$ cat config.mk
export PLATFORM = sky130hd
export DESIGN_NAME = spi_slave_drive_flat
export DESIGN_NICKNAME = d
export VERILOG_FILES = /design/src/rtl/spi_slave_drive_if.sv /design/src/rtl/spi_slave_drive.sv /design/src/flat_wrapper.sv
export SDC_FILE = /design/constraint.sdc
export NUM_CORES = 1
export LEC_CHECK = 0
export ABC_CLOCK_PERIOD_IN_PS = 4200
export BUFFER_PORTS_ARGS = -buffer_cell sky130_fd_sc_hd__buf_2
export CORE_MARGIN = 2
export CORE_UTILIZATION = 50
export DETAILED_ROUTE_END_ITERATION = 12
export GPL_TIMING_DRIVEN = 1
export MAX_ROUTING_LAYER = met4
export PLACE_DENSITY = 0.69
export SYNTH_ARGS = -nofsm -noshare
export SYNTH_HDL_FRONTEND = slang
export SYNTH_SLANG_ARGS = --single-unit
$ cat constraint.sdc
create_clock -name clk -period 4.2 [get_ports clk]
set_input_delay 0 -clock clk [delete_from_list [all_inputs] [get_ports clk]]
set_output_delay 0 -clock clk [all_outputs]
set_load 0.02 [all_outputs]
$ cat src/rtl/spi_slave_drive_if.sv
// spi_slave_drive_if: SPI pins plus the parallel tx/rx side of the responder.
// slave modport faces the responder, master modport faces its driver.
interface spi_slave_drive_if #(
  parameter int DATA_WITH      = 29,
  parameter int READ_DATA_WITH = 29
) ();
  logic                      sync;
  logic                      sclk;
  logic                      sdi;
  logic                      sdo;
  logic                      sdo_oe;
  logic [READ_DATA_WITH-1:0] tx_data;
  logic                      tx_load;
  logic                      tx_pending;
  logic [DATA_WITH-1:0]      rx_data;
  logic                      rx_vld;
  logic                      frame_err;

  modport slave (
    input  sync, sclk, sdi, tx_data, tx_load,
    output sdo, sdo_oe, tx_pending, rx_data, rx_vld, frame_err
  );

  modport master (
    output sync, sclk, sdi, tx_data, tx_load,
    input  sdo, sdo_oe, tx_pending, rx_data, rx_vld, frame_err
  );
endinterface

$ cat src/rtl/spi_slave_drive.sv
// spi_slave_drive: oversampled SPI responder, deserialises sdi, serialises sdo.
// Ports: clk, rst_n (async low), bus (slave modport: SPI pins, tx load, rx out).
module spi_slave_drive #(
  parameter int   DATA_WITH      = 29,
  parameter int   READ_DATA_WITH = 29,
  parameter logic CPOL           = 1'b0,
  parameter logic CPHL           = 1'b1
) (
  input logic              clk,
  input logic              rst_n,
  spi_slave_drive_if.slave bus
);

  localparam int CW = $clog2(DATA_WITH + 2);
  localparam int TW = $clog2(READ_DATA_WITH + 1);
  localparam logic [CW-1:0] CNT_OK  = CW'(DATA_WITH);
  localparam logic [CW-1:0] CNT_MAX = CW'(DATA_WITH + 1);
  localparam logic [TW-1:0] TX_ALL  = TW'(READ_DATA_WITH);
  localparam logic [TW-1:0] TX_ONE  = TW'(READ_DATA_WITH - 1);

  localparam logic [1:0] IDLE      = 2'd0;
  localparam logic [1:0] ACTIVE    = 2'd1;
  localparam logic [1:0] WAIT_SYNC = 2'd2;

  logic [2:0] sync_q;
  logic [2:0] sclk_q;
  logic [1:0] sdi_q;

  // sync flops clear low so a master holding sync low through reset
  // keeps the block in WAIT_SYNC instead of faking a frame start.
  always_ff @(posedge clk or negedge rst_n) begin
    if (!rst_n) begin
      sync_q <= '0;
      sclk_q <= {3{CPOL}};
      sdi_q  <= '0;
    end else begin
      sync_q <= {sync_q[1:0], bus.sync};
      sclk_q <= {sclk_q[1:0], bus.sclk};
      sdi_q  <= {sdi_q[0], bus.sdi};
    end
  end

  logic sync_rise, sync_fall;
  logic sclk_rise, sclk_fall;
  logic lead, trail;
  logic sample_edge, shift_edge;

  assign sync_rise   = sync_q[1] & ~sync_q[2];
  assign sync_fall   = ~sync_q[1] & sync_q[2];
  assign sclk_rise   = sclk_q[1] & ~sclk_q[2];
  assign sclk_fall   = ~sclk_q[1] & sclk_q[2];
  assign lead        = CPOL ? sclk_fall : sclk_rise;
  assign trail       = CPOL ? sclk_rise : sclk_fall;
  assign sample_edge = CPHL ? trail : lead;
  assign shift_edge  = CPHL ? lead : trail;

  logic [1:0]                state;
  logic [CW-1:0]             bit_cnt;
  logic [DATA_WITH-1:0]      rx_sr;
  logic [DATA_WITH-1:0]      rx_data_r;
  logic [READ_DATA_WITH-1:0] shadow;
  logic [READ_DATA_WITH-1:0] pend;
  logic [READ_DATA_WITH-1:0] tx_sr;
  logic [READ_DATA_WITH-1:0] next_shadow;
  logic [TW-1:0]             tx_left;
  logic                      pend_vld;
  logic                      sdo_r;
  logic                      sdo_oe_r;
  logic                      rx_vld_r;
  logic                      frame_err_r;

  assign next_shadow = pend_vld ? pend : shadow;

  always_ff @(posedge clk or negedge rst_n) begin
    if (!rst_n) begin
      state       <= WAIT_SYNC;
      bit_cnt     <= '0;
      rx_sr       <= '0;
      rx_data_r   <= '0;
      shadow      <= '0;
      pend        <= '0;
      tx_sr       <= '0;
      tx_left     <= '0;
      pend_vld    <= 1'b0;
      sdo_r       <= 1'b0;
      sdo_oe_r    <= 1'b0;
      rx_vld_r    <= 1'b0;
      frame_err_r <= 1'b0;
    end else begin
      rx_vld_r    <= 1'b0;
      frame_err_r <= 1'b0;
      if (bus.tx_load) begin
        pend     <= bus.tx_data;
        pend_vld <= 1'b1;
      end
      case (state)
        WAIT_SYNC: begin
          if (sync_q[1]) state <= IDLE;
        end
        IDLE: begin
          if (sync_fall) begin
            state    <= ACTIVE;
            bit_cnt  <= '0;
            rx_sr    <= '0;
            shadow   <= next_shadow;
            sdo_oe_r <= 1'b1;
            // a load landing on the start cycle stays pending
            if (!bus.tx_load) pend_vld <= 1'b0;
            if (CPHL) begin
              tx_sr   <= next_shadow;
              tx_left <= TX_ALL;
            end else begin
              sdo_r   <= next_shadow[READ_DATA_WITH-1];
              tx_sr   <= next_shadow << 1;
              tx_left <= TX_ONE;
            end
          end
        end
        ACTIVE: begin
          if (sync_rise) begin
            state    <= IDLE;
            sdo_r    <= 1'b0;
            sdo_oe_r <= 1'b0;
            if (bit_cnt == CNT_OK) begin
              rx_data_r <= rx_sr;
              rx_vld_r  <= 1'b1;
            end else begin
              frame_err_r <= 1'b1;
            end
          end else begin
            if (sample_edge) begin
              rx_sr <= {rx_sr[DATA_WITH-2:0], sdi_q[1]};
              if (bit_cnt != CNT_MAX) bit_cnt <= bit_cnt + 1'b1;
            end
            if (shift_edge) begin
              if (tx_left != '0) begin
                sdo_r   <= tx_sr[READ_DATA_WITH-1];
                tx_sr   <= tx_sr << 1;
                tx_left <= tx_left - 1'b1;
              end else begin
                sdo_r <= 1'b0;
              end
            end
          end
        end
        default: state <= WAIT_SYNC;
      endcase
    end
  end

  assign bus.sdo        = sdo_r;
  assign bus.sdo_oe     = sdo_oe_r;
  assign bus.tx_pending = pend_vld;
  assign bus.rx_data    = rx_data_r;
  assign bus.rx_vld     = rx_vld_r;
  assign bus.frame_err  = frame_err_r;

endmodule
$ cat src/flat_wrapper.sv
// flat-port wrapper written by rule: the top's interface ports become plain ports
module spi_slave_drive_flat 
#(
  parameter int   DATA_WITH      = 29,
  parameter int   READ_DATA_WITH = 29,
  parameter logic CPOL           = 1'b0,
  parameter logic CPHL           = 1'b1
)
  (clk, rst_n, bus_sync, bus_sclk, bus_sdi, bus_tx_data, bus_tx_load, bus_sdo, bus_sdo_oe, bus_tx_pending, bus_rx_data, bus_rx_vld, bus_frame_err);
  spi_slave_drive_if #(.DATA_WITH(DATA_WITH), .READ_DATA_WITH(READ_DATA_WITH)) bus_i ();
  input logic clk;
  input logic rst_n;
  input wire logic [$bits(bus_i.sync)-1:0] bus_sync;
  input wire logic [$bits(bus_i.sclk)-1:0] bus_sclk;
  input wire logic [$bits(bus_i.sdi)-1:0] bus_sdi;
  input wire logic [$bits(bus_i.tx_data)-1:0] bus_tx_data;
  input wire logic [$bits(bus_i.tx_load)-1:0] bus_tx_load;
  output wire logic [$bits(bus_i.sdo)-1:0] bus_sdo;
  output wire logic [$bits(bus_i.sdo_oe)-1:0] bus_sdo_oe;
  output wire logic [$bits(bus_i.tx_pending)-1:0] bus_tx_pending;
  output wire logic [$bits(bus_i.rx_data)-1:0] bus_rx_data;
  output wire logic [$bits(bus_i.rx_vld)-1:0] bus_rx_vld;
  output wire logic [$bits(bus_i.frame_err)-1:0] bus_frame_err;
  assign bus_i.sync = bus_sync;
  assign bus_i.sclk = bus_sclk;
  assign bus_i.sdi = bus_sdi;
  assign bus_i.tx_data = bus_tx_data;
  assign bus_i.tx_load = bus_tx_load;
  assign bus_sdo = bus_i.sdo;
  assign bus_sdo_oe = bus_i.sdo_oe;
  assign bus_tx_pending = bus_i.tx_pending;
  assign bus_rx_data = bus_i.rx_data;
  assign bus_rx_vld = bus_i.rx_vld;
  assign bus_frame_err = bus_i.frame_err;
  spi_slave_drive #(.DATA_WITH(DATA_WITH), .READ_DATA_WITH(READ_DATA_WITH), .CPOL(CPOL), .CPHL(CPHL)) u_core (.clk(clk), .rst_n(rst_n), .bus(bus_i));
endmodule
=== Yosys cells after proc, flatten, opt, wreduce, memory -nomap -nowiden ===
Index checks and enable logic that the tools add are counted.
Widths: inputs -> output; s select.

* Register bits: 170
* Bits in latches: 0
* RAM bits: 0
* ROM bits: 0
* Bits of input ports: 35
* Output and inout port bits: 34
* Logic and storage cells: 90
* Memories: 0

* Add/sub/neg operators: 2
* Multiply operators: 0
* Div/mod/pow operators: 0
* Magnitude comparators: 0
* Equality and inequality tests: 12
* Shifts and indexed selects: 0
* Muxes and demuxes: 40
* Bitwise logic cells: 8
* Reductions and logical operators: 12

{| class="wikitable"
|+ Operators with widths
! cell !! count
|-
| $mux 29 || 8
|-
| $pmux 29 s2 || 2
|-
| $mux 5 || 8
|-
| $pmux 5 s2 || 2
|-
| $mux 1 || 15
|-
| $ne 2x1->1 const B || 7
|-
| $reduce_and 5->1 || 2
|-
| $reduce_and 3->1 || 3
|-
| $mux 2 || 3
|-
| $pmux 2 s3 || 1
|-
| $add 5x1->5 const B || 1
|-
| $eq 5x5->1 const B || 1
|-
| $ne 5x5->1 const B || 1
|-
| $reduce_bool 5->1 || 1
|-
| $sub 5x1->5 const B || 1
|-
| $and 1x1->1 || 4
|-
| $not 1->1 || 4
|-
| $reduce_and 2->1 || 2
|-
| $reduce_and 4->1 || 1
|-
| $reduce_bool 2->1 || 2
|-
| $eq 2x1->1 const B || 1
|-
| $eq 2x2->1 const B || 1
|-
| $logic_not 2->1 || 1
|-
| $ne 2x2->1 const B || 1
|-
| $pmux 1 s2 || 1
|}

=== Longest topological paths before layout ===
Gate-level depths: netlist (run 1).

* Depth after elaboration: 5
* Depth in mapped cells: 9
* Mapped depth without buffers: 6

=== Worst setup path before layout (run 1) ===
OpenSTA, ideal clock, no wires.

* Kind: register to register
* Start point: reg u_core.tx_left[0]
* End point: reg u_core.tx_sr[10]
* Setup time: 0.125 ns
* Data arrival time: 1.896 ns
* Required time: 4.075 ns
* Setup slack: 2.179 ns
* Stages on the path, launching flop included: 8
* Buffers on the path: 1
* Period minus slack after synthesis: 2.021 ns
* Cells stage by stage: dfrtp_1 > inv_1 > ha_1 > or4b_1 > nand2_2 > a21o_1 > buf_4 > mux2_2

* Cells in the longest elaborated chain, start to end: 3

{| class="wikitable"
|+ RTL lines
! what !! RTL line !! text
|-
| start, declared || spi_slave_drive.sv:65 || <nowiki>logic [TW-1:0] tx_left;</nowiki>
|-
| start signal, assigned || spi_slave_drive.sv:139 || <nowiki>tx_left <= tx_left - 1'b1;</nowiki>
|-
| $reduce_bool 5->1 || spi_slave_drive.sv:136 || <nowiki>if (tx_left != '0) begin</nowiki>
|-
| $ne 2x1->1 (no line) || n/a ||
|-
| $reduce_and 5->1 (no line) || n/a ||
|-
| end signal, assigned || spi_slave_drive.sv:110 || <nowiki>tx_sr <= next_shadow;</nowiki>
|-
| end signal, assigned || spi_slave_drive.sv:114 || <nowiki>tx_sr <= next_shadow << 1;</nowiki>
|-
| end signal, assigned || spi_slave_drive.sv:138 || <nowiki>tx_sr <= tx_sr << 1;</nowiki>
|-
| end, declared || spi_slave_drive.sv:63 || <nowiki>logic [READ_DATA_WITH-1:0] tx_sr;</nowiki>
|}

Every way passes these cells.
A chain may end at the register's enable or synchronous reset.

=== Final worst setup path (run 1) ===
* Start point: reg u_core.tx_left[0]
* End point: reg u_core.tx_sr[22]

The elaborated chain is that of the path after synthesis.

==> flow_summary.toml, run 1 <==
[sta]
finClkSkew_ps = 8.39
holdWs_ps = 193
slew_headroom_pct = 20.6
setup_viol = 0
drv_slew = 0
tightest_slew_ps = 1190
setup_tns_ps = 0
finalHoldViolCount = 0
period_share_pct = 69.0
fin_crit_ps = 2900
max_freq_mhz = 345
rsz0062_at_grt = "no"
setup_ws_ps = 1300

[logic_synthesis]
yosysMostFrequentCell = "dfrtp_1"
ys.warnings.count = 0
synth.largest_area_cell = "dfrtp_1"
synth_edf_count = 0
synth.net_count = 612
async_reset_ff_share_pct = 100
netlist_instances = 573
ys_ff_latch = 170
synth_flop_cell = "dfrtp_1"
syn-cell-area_mm2 = 0.00715
syn_avg_cell_area_um2 = 12.5
ys_seq_area_share_pct = 59.5
ys_types = 41
synth_area_leaders = "dfrtp_1, mux2_2, nand2_1, mux2i_1, nand3_1"
yosysTopAreaCellShare_pct = 59.1
ys_top_cells_by_count = "dfrtp_1, mux2_2, nand2_1"

[clocking]
cts_tree = "yes"
cts.clk_slew.worst_paths_ps = 60
clockBufferDepth = 2
clk_latency_ps = 420
cts_buffers = 17
clock-root-buffer = "clkbuf_16"
clock-sinks = 170
post_cts_resized = 0
htreeDepth = 4

[route]
routed_via_density = 5.22
drtIter0Drc = 317
detail-route-antenna-nets = 0
postRouteWirelength_um = 12700
drc = 0
dr.pass1.iters = 5
vias = 4474
avgRoutedWirePerCell_um = 14.8

[cells_and_area]
layout.cells.non_filler = 857
nets = 703
syn2layout_area_growth_pct = 19.7
drive_gt1_share_pct = 33.4
diodes = 0

[global_route]
antenna_found_initial = 0
grt_max_degree = 96
grt_pass1_vias = 4516
grt_pass1_wl_um = 21700
gr-total-overflow = 0
grtUsageTotal_pct = 18.7

[power_and_ir_drop]
ir_drop_mv = 0.473
p_per_area_mw_per_mm2 = 514
p_leak_nw = 4.27
power_mw = 4.40

[floorplanning]
initial_core_util_pct = 51.3
die_h_um = 124
io-pin-count = 69
core_area_mm2 = 0.0139
die_w_um = 124
die-area_mm2 = 0.0153
rows = 43

[min_path]
hold_path.class = "in -> reg"
hold_depth = 2
hp-start = "bus_tx_load"

[worst_setup_path]
worstSetupStartpoint = "u_core.tx_left[0]$_DFFE_PN0P_"
cp-start-kind = "register"
cp_top_family = "compound AO/OA/AOI/OAI gates"
r2r_cells = 6
reg2reg_from = "u_core.tx_left[0]$_DFFE_PN0P_"
max_stage_delay_ps = 930
crit_arrival_ps = 3190
worstPathMaxFanout = 30
r2r_slack_ps = 1300
crit_cells = 6
path_cells = "inv_1 -> ha_1 -> or4b_1 -> nand2_2 -> a21o_1 -> mux2_2"
path_buf_inv = 1
slowest_stage = "a21o_1"
end_kind = "register"
worstSetupPathType = "reg -> reg"
critPathRequiredTime_ps = 4500

[place]
gp_congestion = 0.820
dp_slack_ps = 1290
port-buffer-count = 68
dp_cells = 792
dpl.hpwl_um = 7840

[flow_run]
drv_cap = 0

[status]
status = "finished, final reports clean"
==> flip-flops by register name, summed over array words and instances (netlist names) <==
| register | cells |
|---|---|
| u_core.bit_cnt | 5 |
| u_core.pend | 29 |
| u_core.state | 2 |
| u_core.sync_q | 3 |
| u_core.tx_sr | 29 |
| u_core.sclk_q | 3 |
| u_core.bus.frame_err | 1 |
| u_core.sdi_q | 2 |
| u_core.shadow | 29 |
| u_core.bus.rx_data | 29 |
| u_core.tx_left | 5 |
| u_core.bus.sdo | 1 |
| u_core.bus.sdo_oe | 1 |
| u_core.bus.tx_pending | 1 |
| u_core.bus.rx_vld | 1 |
| u_core.rx_sr | 29 |
==> what timing repair did <==
| action | CTS | global route |
|---|---|---|
| hold buffers | 33 | 0 |
| endpoints found under the setup margin | 0 | 0 |
| setup buffers | 0 | 0 |
| endpoints found under the hold margin | 124 | 0 |
==> area by class of cell <==
cell class	count	area (µm²)
sequential	170	4260
tap	180	225
clock buffer	26	509
clock inverter	6	109
fill	1078	5380
timing repair buffer	108	729
inverter	9	33.8
multi-input combinational	358	2700
==> metal layers <==
metal	routed length (µm)	share of wire, %	vias up	global-route usage [%]
met5	0	0	-	-
met4	72	0.57	0	4.97
met3	505	4.0	6	5.40
met2	6170	49	101	29.4
met1	5900	47	2186	23.9
li1	-	-	2181	-
==> cells by family after synthesis <==
logic type                 count (synthesis)  share of synthesized area (%)
DFF                                      170                           59.5
and+or+nand+nor                          155                           9.73
muxes                                    144                           22.2
AOI/OAI and AO/OA                         55                           4.99
buffers and inverters                     45                           2.92
adders and majority gates                  4                          0.700
==> report_power, final <==
part / total (mW) / switching (mW) / internal (mW)
clock network: 1.62 / 0.600 / 1.02
logic: 0.665 / 0.307 / 0.358
registers: 2.12 / 0.183 / 1.93
==> final timing paths <==
path,endpoint
setup reg to reg,u_core.tx_sr[22]$_DFFE_PN0P_
setup / recovery,u_core.tx_sr[22]$_DFFE_PN0P_
min in group asynchronous,u_core.bus.rx_data[4]$_DFFE_PN0P_
max in group asynchronous,u_core.rx_sr[11]$_DFFE_PN0P_
hold / removal,u_core.bus.tx_pending$_DFF_PN0_
hold reg to reg,u_core.sclk_q[1]$_DFF_PN0_
==> metrics by stage <==
stage / cell area, µm² / util, %
finish: 8560 / 61.4
global route: 8560 / 61.4
CTS: 8560 / 61.4
detailed placement: 7610 / 54.6
global placement: 7610 / 54.6
floorplan: 7150 / -
==> cell usage in the layout (no fill, tap or decap), types with 2 or more instances in the layout <==
cell / netlist / routed
nand3_1: 32 / 32
a311oi_1: 2 / 2
nand2_1: 93 / 93
ha_1: 4 / 4
a41oi_1: 2 / 2
a21oi_1: 5 / 5
nor3_1: 4 / 4
or4_1: 2 / 2
clkbuf_8: 0 / 5
bufinv_16: 0 / 3
a21boi_0: 2 / 2
nand2b_1: 3 / 3
buf_2: 11 / 67
o31ai_1: 3 / 3
and3_1: 3 / 3
o21ai_0: 29 / 29
dfrtp_1: 169 / 168
nor2_1: 8 / 7
dlygate4sd3_1: 0 / 33
clkinv_2: 0 / 2
a21o_1: 2 / 2
nor2b_1: 4 / 3
inv_1: 9 / 9
mux2_2: 114 / 114
clkbuf_16: 0 / 17
nor4_1: 2 / 2
clkbuf_1: 14 / 4
buf_4: 3 / 7
mux2i_1: 30 / 30
Note: power is estimated with default switching activity, not from simulation.
==> run 2, diff against run 1 <==
- ABC_AREA: unset -> 1
- ABC_CLOCK_PERIOD_IN_PS: 4200 -> 3000
- clock period: 4.2 -> 3 ns (I/O delays scaled with it)
==> flow_summary.toml, run 2 <==
[worst_setup_path]
crit_arrival_ps = 2420
path_buf_inv = 2
r2r-end = "u_core.bit_cnt[3]$_DFFE_PN0P_"
crit_top_cell = "nand2_1"
end_kind = "register"
r2r_slack_ps = 950
path_cells = "inv_1 -> nor2_4 -> buf_4 -> nand2_1 -> nand3_1 -> nand2_1 -> nand2_1"
worstPathMaxFanout = 63
max_stage_delay_ps = 570
r2r_cells = 7
slowest_stage = "buf_4"
reg2reg_from = "u_core.state[0]$_DFFE_PN0P_"
worstSetupPathType = "reg -> reg"
critPathRequiredTime_ps = 3360
cp_top_family = "simple AND/OR/NAND/NOR gates"
cp-start-kind = "register"

[clocking]
cts_buffers = 17
clock-root-buffer = "clkbuf_16"
cts.clk_slew.worst_paths_ps = 70
clockBufferDepth = 2
clk_latency_ps = 430
clock-sinks = 170
post_cts_resized = 0
cts_tree = "yes"
htreeDepth = 4

[route]
avgRoutedWirePerCell_um = 12.7
drc = 0
postRouteWirelength_um = 14400
routed_via_density = 4.91
dr.pass1.iters = 6
drtIter0Drc = 349
detail-route-antenna-nets = 0
vias = 5578

[logic_synthesis]
synth.net_count = 894
yosysMostFrequentCell = "nand2_1"
yosysTopAreaCellShare_pct = 57.8
ys_types = 24
ys_ff_latch = 170
synth_edf_count = 0
ys_seq_area_share_pct = 58.1
netlist_instances = 855
async_reset_ff_share_pct = 100
synth.largest_area_cell = "dfrtp_1"
ys_top_cells_by_count = "nand2_1, dfrtp_1, o21ai_0"
ys.warnings.count = 0
synth_area_leaders = "dfrtp_1, nand2_1, o21ai_0, mux2_2, nand3_1"
syn-cell-area_mm2 = 0.00732
syn_avg_cell_area_um2 = 8.56
synth_flop_cell = "dfrtp_1"

[sta]
setup_viol = 0
setup_ws_ps = 945
fin_crit_ps = 2050
slew_headroom_pct = 50.0
rsz0062_at_grt = "no"
setup_tns_ps = 0
finClkSkew_ps = 10.8
max_freq_mhz = 487
tightest_slew_ps = 751
drv_slew = 0
finalHoldViolCount = 0
period_share_pct = 68.5

[power_and_ir_drop]
clockPowerShare_pct = 38.0
p_per_area_mw_per_mm2 = 675
p_comb_share_pct = 14.8
switching_share_pct = 28.7
ir_drop_mv = 0.406
internal_power_mw = 4.20
p_leak_nw = 4.54
power_frac_seq_pct = 47.2
switching_power_mw = 1.69

[floorplanning]
die_w_um = 125
initial_core_util_pct = 50.8
core_area_mm2 = 0.0144
rows = 44
io-pin-count = 69
die-area_mm2 = 0.0156
die_h_um = 125

[cells_and_area]
fillers = 1260
diodes = 0
syn2layout_area_growth_pct = 19.1
drive_gt1_share_pct = 15.7
mostFrequentLayoutCell = "nand2_1"
layout_common_cells = "nand2_1, dfrtp_1, o21ai_0, buf_2, nand3_1"
nets = 978

[global_route]
gr-total-overflow = 0
grt_pass1_wl_um = 26000
grt_max_degree = 80
grtUsageTotal_pct = 20.6
antenna_found_initial = 0
grt_pass1_vias = 5621

[place]
dp_slack_ps = 937
gp_congestion = 0.803
dpl.hpwl_um = 8320
port-buffer-count = 68

[flow_run]
drv_cap = 0

[min_path]
hp-start = "bus_tx_load"
hold_path.class = "in -> reg"
min_to = "u_core.pend[0]$_DFFE_PN0P_"
hold_depth = 3

[status]
status = "finished, final reports clean"
[run 2: changes by cell type after synthesis, moves of 4 or more]
cell / delta
clkbuf_1: +5
nand2_1: +302
inv_1: +36
nor2b_1: -4
nand3_1: +14
o21ai_0: +60
mux2i_1: -30
nor2_1: +7
mux2_2: -86
buf_2: +6
[run 2: cell families (layout without fill, tap and decap cells)]
group,after synthesis,in the layout,share of synthesized area (%)
AO/OA/AOI/OAI,93,93,6.43
XOR/XNOR,1,1,0.120
adder cells (fa/ha/maj),4,4,0.684
buffers and inverters,94,191,5.42
flip-flops,170,170,58.1
multiplexers,28,28,4.31
AND/OR/NAND/NOR,465,465,24.9
[run 2: tightest hold or removal path, stage by stage]
cell and delay (ps):
buf_2 330, nand2_1 140, o21ai_0 70
[run 2: metal layers]
layer,wire [µm],vias to the layer above,track usage (%),part of all wire (%)
li1,-,2852,-,-
met1,6980,2612,26.1,48
met2,6850,101,33.3,47
met3,426,13,4.45,3.0
met4,170,0,6.93,1.2
met5,0,-,-,0
[run 2: power groups by stage]
stage / Combinational [mW] / Clock [mW] / Sequential, mW
floorplan: 0.637 / 0 / 2.78
global placement: 0.826 / 0 / 2.81
detailed placement: 0.850 / 0 / 2.82
CTS: 0.886 / 2.28 / 2.78
global route: 1.03 / 2.38 / 2.82
finish: 0.873 / 2.24 / 2.78
[run 2: area by class of cell]
cell class              instances  area [µm²]  share of cell area (%)
multi-input cells             591        2680                    30.7
clock inverters                15         183                    2.09
repair buffers                112         772                    8.85
clock buffers                  17         425                    4.88
inverters                      47         176                    2.02
flip-flops and latches        170        4260                    48.8
well taps                     184         230                    2.64
[run 2: worst max-delay path by stage]
stage,startpoint,endpoint,cells after the start
floorplan,u_core.tx_left[0]$_DFFE_PN0P_,u_core.tx_sr[0]$_DFFE_PN0P_,9
global placement,u_core.bit_cnt[1]$_DFFE_PN0P_,u_core.bus.rx_data[6]$_DFFE_PN0P_,8
detailed placement,u_core.bit_cnt[1]$_DFFE_PN0P_,u_core.bus.rx_data[20]$_DFFE_PN0P_,8
CTS,u_core.bit_cnt[1]$_DFFE_PN0P_,u_core.bus.rx_data[20]$_DFFE_PN0P_,8
global route,u_core.sync_q[1]$_DFF_PN0_,u_core.bus.rx_data[28]$_DFFE_PN0P_,8
finish,u_core.state[0]$_DFFE_PN0P_,u_core.bit_cnt[3]$_DFFE_PN0P_,7
[run 2: through the flow]
| stage | std cells | power (mW) | area (µm²) | hold slack [ps] | util (%) |
|---|---|---|---|---|---|
| finish | 1136 | 5.89 | 8720 | 148 | 60.5 |
| detailed placement | 1071 | 3.67 | 7780 | 101 | 54.0 |
| floorplan | 855 | 3.42 | 7320 | -296 | - |
| CTS | 1136 | 5.95 | 8720 | 151 | 60.5 |
| global placement | 1071 | 3.63 | 7780 | 98.9 | 54.0 |
| global route | 1136 | 6.23 | 8720 | 205 | 60.5 |
[run 2: timing repair]
action / in CTS / in global routing
hold buffers: 33 / 0
buffers inserted: 0 / 0
endpoints found under the setup margin: 0 / 0
hold endpoints to repair: 108 / 0
==> run 3, diff against run 2 <==
- ABC_AREA: 1 -> 0
- ABC_CLOCK_PERIOD_IN_PS: 3000 -> 1800
- PLACE_DENSITY: 0.69 -> 0.72
- clock period: 3 -> 1.8 ns (I/O delays scaled with it)
==> flow_summary.toml, run 3 (synthesis gave the netlist of run 1 again) <==
[status]
status = "finished, violations left"
violations = "setup timing"

[power_and_ir_drop]
p_per_area_mw_per_mm2 = 1190
power_mw = 10.8
ir_drop_mv = 0.880
p_leak_nw = 4.58

[min_path]
hold_path.class = "in -> async"

[route]
drc = 0
drtIter0Drc = 259
detail-route-antenna-nets = 0
routed_via_density = 5.30
dr.pass1.iters = 7
vias = 4705
avgRoutedWirePerCell_um = 15.3
postRouteWirelength_um = 13600

[global_route]
grtUsageTotal_pct = 20.3
gr-total-overflow = 0
grt_max_degree = 60
grt_pass1_wl_um = 23200
antenna_found_initial = 0
grt_pass1_vias = 4850

[clocking]
cts_buffers = 17
clk_latency_ps = 430
cts.clk_slew.worst_paths_ps = 60
cts_tree = "yes"
htreeDepth = 4
clockBufferDepth = 2
clock-sinks = 170
clock-root-buffer = "clkbuf_16"

[sta]
drv_slew = 0
max_freq_mhz = 517
holdWs_ps = 125
rsz0062_at_grt = "yes"
finalHoldViolCount = 0
setup_viol = 28
slew_headroom_pct = 53.8
fin_crit_ps = 1930
finClkSkew_ps = 9.92
tightest_slew_ps = 693
setup_ws_ps = -133
period_share_pct = 107

[worst_setup_path]
slowest_stage = "or4b_4"
path_cells = "inv_2 -> ha_4 -> or4b_4 -> nand2_4 -> a21o_4 -> buf_16 -> mux2_4"
critPathRequiredTime_ps = 2110
cp-start-kind = "register"
path_buf_inv = 2
max_stage_delay_ps = 480
worstSetupPathType = "reg -> reg"
cp_top_family = "simple AND/OR/NAND/NOR gates"
end_kind = "register"
worstPathMaxFanout = 15
crit_arrival_ps = 2240

[flow_run]
drv_cap = 0

[floorplanning]
rows = 43
initial_core_util_pct = 51.3
die_h_um = 124
die_w_um = 124
core_area_mm2 = 0.0139
die-area_mm2 = 0.0153
io-pin-count = 69

[cells_and_area]
syn2layout_area_growth_pct = 26.8
mostFrequentLayoutCell = "dfrtp_1"
layout.cells.non_filler = 887
drive_gt1_share_pct = 37.2
layout_common_cells = "dfrtp_1, nand2_1, mux2_2, buf_2, dlygate4sd3_1"
nets = 733
diodes = 0

[place]
dp_slack_ps = -213
gp_congestion = 0.827
dp_cells = 814
port-buffer-count = 68
dpl.hpwl_um = 8300
## run 3: changes by cell type in the layout (fill, tap and decap cells not counted), sizes merged, moves of 4 or more
| cell | change |
|---|---|
| mux2 | +86 |
| nand3 | -14 |
| clkbuf | +11 |
| mux2i | +30 |
| o21ai | -60 |
| inv | -45 |
| nor2b | +4 |
| buf | +25 |
| nand2 | -304 |
| nor2 | -9 |
## run 3: worst paths after layout
path | start | to | slack, ps | cells past startpoint
min in group clk | bus_tx_load | u_core.bus.tx_pending$_DFF_PN0_ | 190 | 2
hold / removal | rst_n | u_core.bus.rx_vld$_DFF_PN0_ | 130 | 2
setup / recovery | u_core.tx_left[1]$_DFFE_PN0P_ | u_core.tx_sr[24]$_DFFE_PN0P_ | -130 | 7
max in group asynchronous | rst_n | u_core.pend[7]$_DFFE_PN0P_ | 1060 | 3
setup reg to reg | u_core.tx_left[1]$_DFFE_PN0P_ | u_core.tx_sr[24]$_DFFE_PN0P_ | -130 | 7
hold reg to reg | u_core.sync_q[0]$_DFF_PN0_ | u_core.sync_q[1]$_DFF_PN0_ | 350 | 0
## run 3: power breakdown
group | switching, mW | total (mW) | internal [mW]
combinational | 0.860 | 2.07 | 1.21
sequential | 0.430 | 4.95 | 4.52
clock | 1.40 | 3.81 | 2.41
total | 2.69 | 10.8 | 8.14
## run 3: area by class of cell
cell class                      count  area [µm²]
Clock buffer                       27         523
Clock inverter                      5         105
Fill cell                        1036        4870
Inverter                            9        33.8
Multi-Input combinational cell    358        2840
Sequential cell                   170        4260
Tap cell                          180         225
Timing Repair Buffer              138        1080
## run 3: worst reg2reg max path, cell delays in order (launching register included)
cell	delay, ps
dfrtp_1	390
inv_2	80
ha_4	130
or4b_4	480
nand2_4	80
a21o_4	170
buf_16	180
mux2_4	310
## run 3: timing repair
| item | 4_1_cts | 5_1_grt |
|---|---|---|
| hold buffers | 33 | 0 |
| cloned | 1 | 1 |
| pin swaps | 5 | 3 |
| endpoints found under the hold margin | 190 | 0 |
| resized for setup | 17 | 16 |
| setup endpoints to repair | 66 | 63 |
| buffers inserted | 5 | 2 |
## run 3: routing by layer
metal,part of all wire [%],GRT usage (%),vias up,wire [µm]
li1,-,-,2235,-
met4,1.4,6.89,0,192
met2,49,33.3,93,6700
met1,46,24.6,2360,6190
met3,3.6,5.13,17,483
met5,0,-,-,0
## run 3: metrics by stage
step / util (%) / area, µm² / TNS, ps
floorplan: - / 7180 / -4200
global placement: 56.6 / 7890 / -3860
detailed placement: 56.6 / 7890 / -6140
CTS: 64.4 / 8980 / -4130
global route: 65.1 / 9070 / -4470
finish: 65.1 / 9070 / -3260
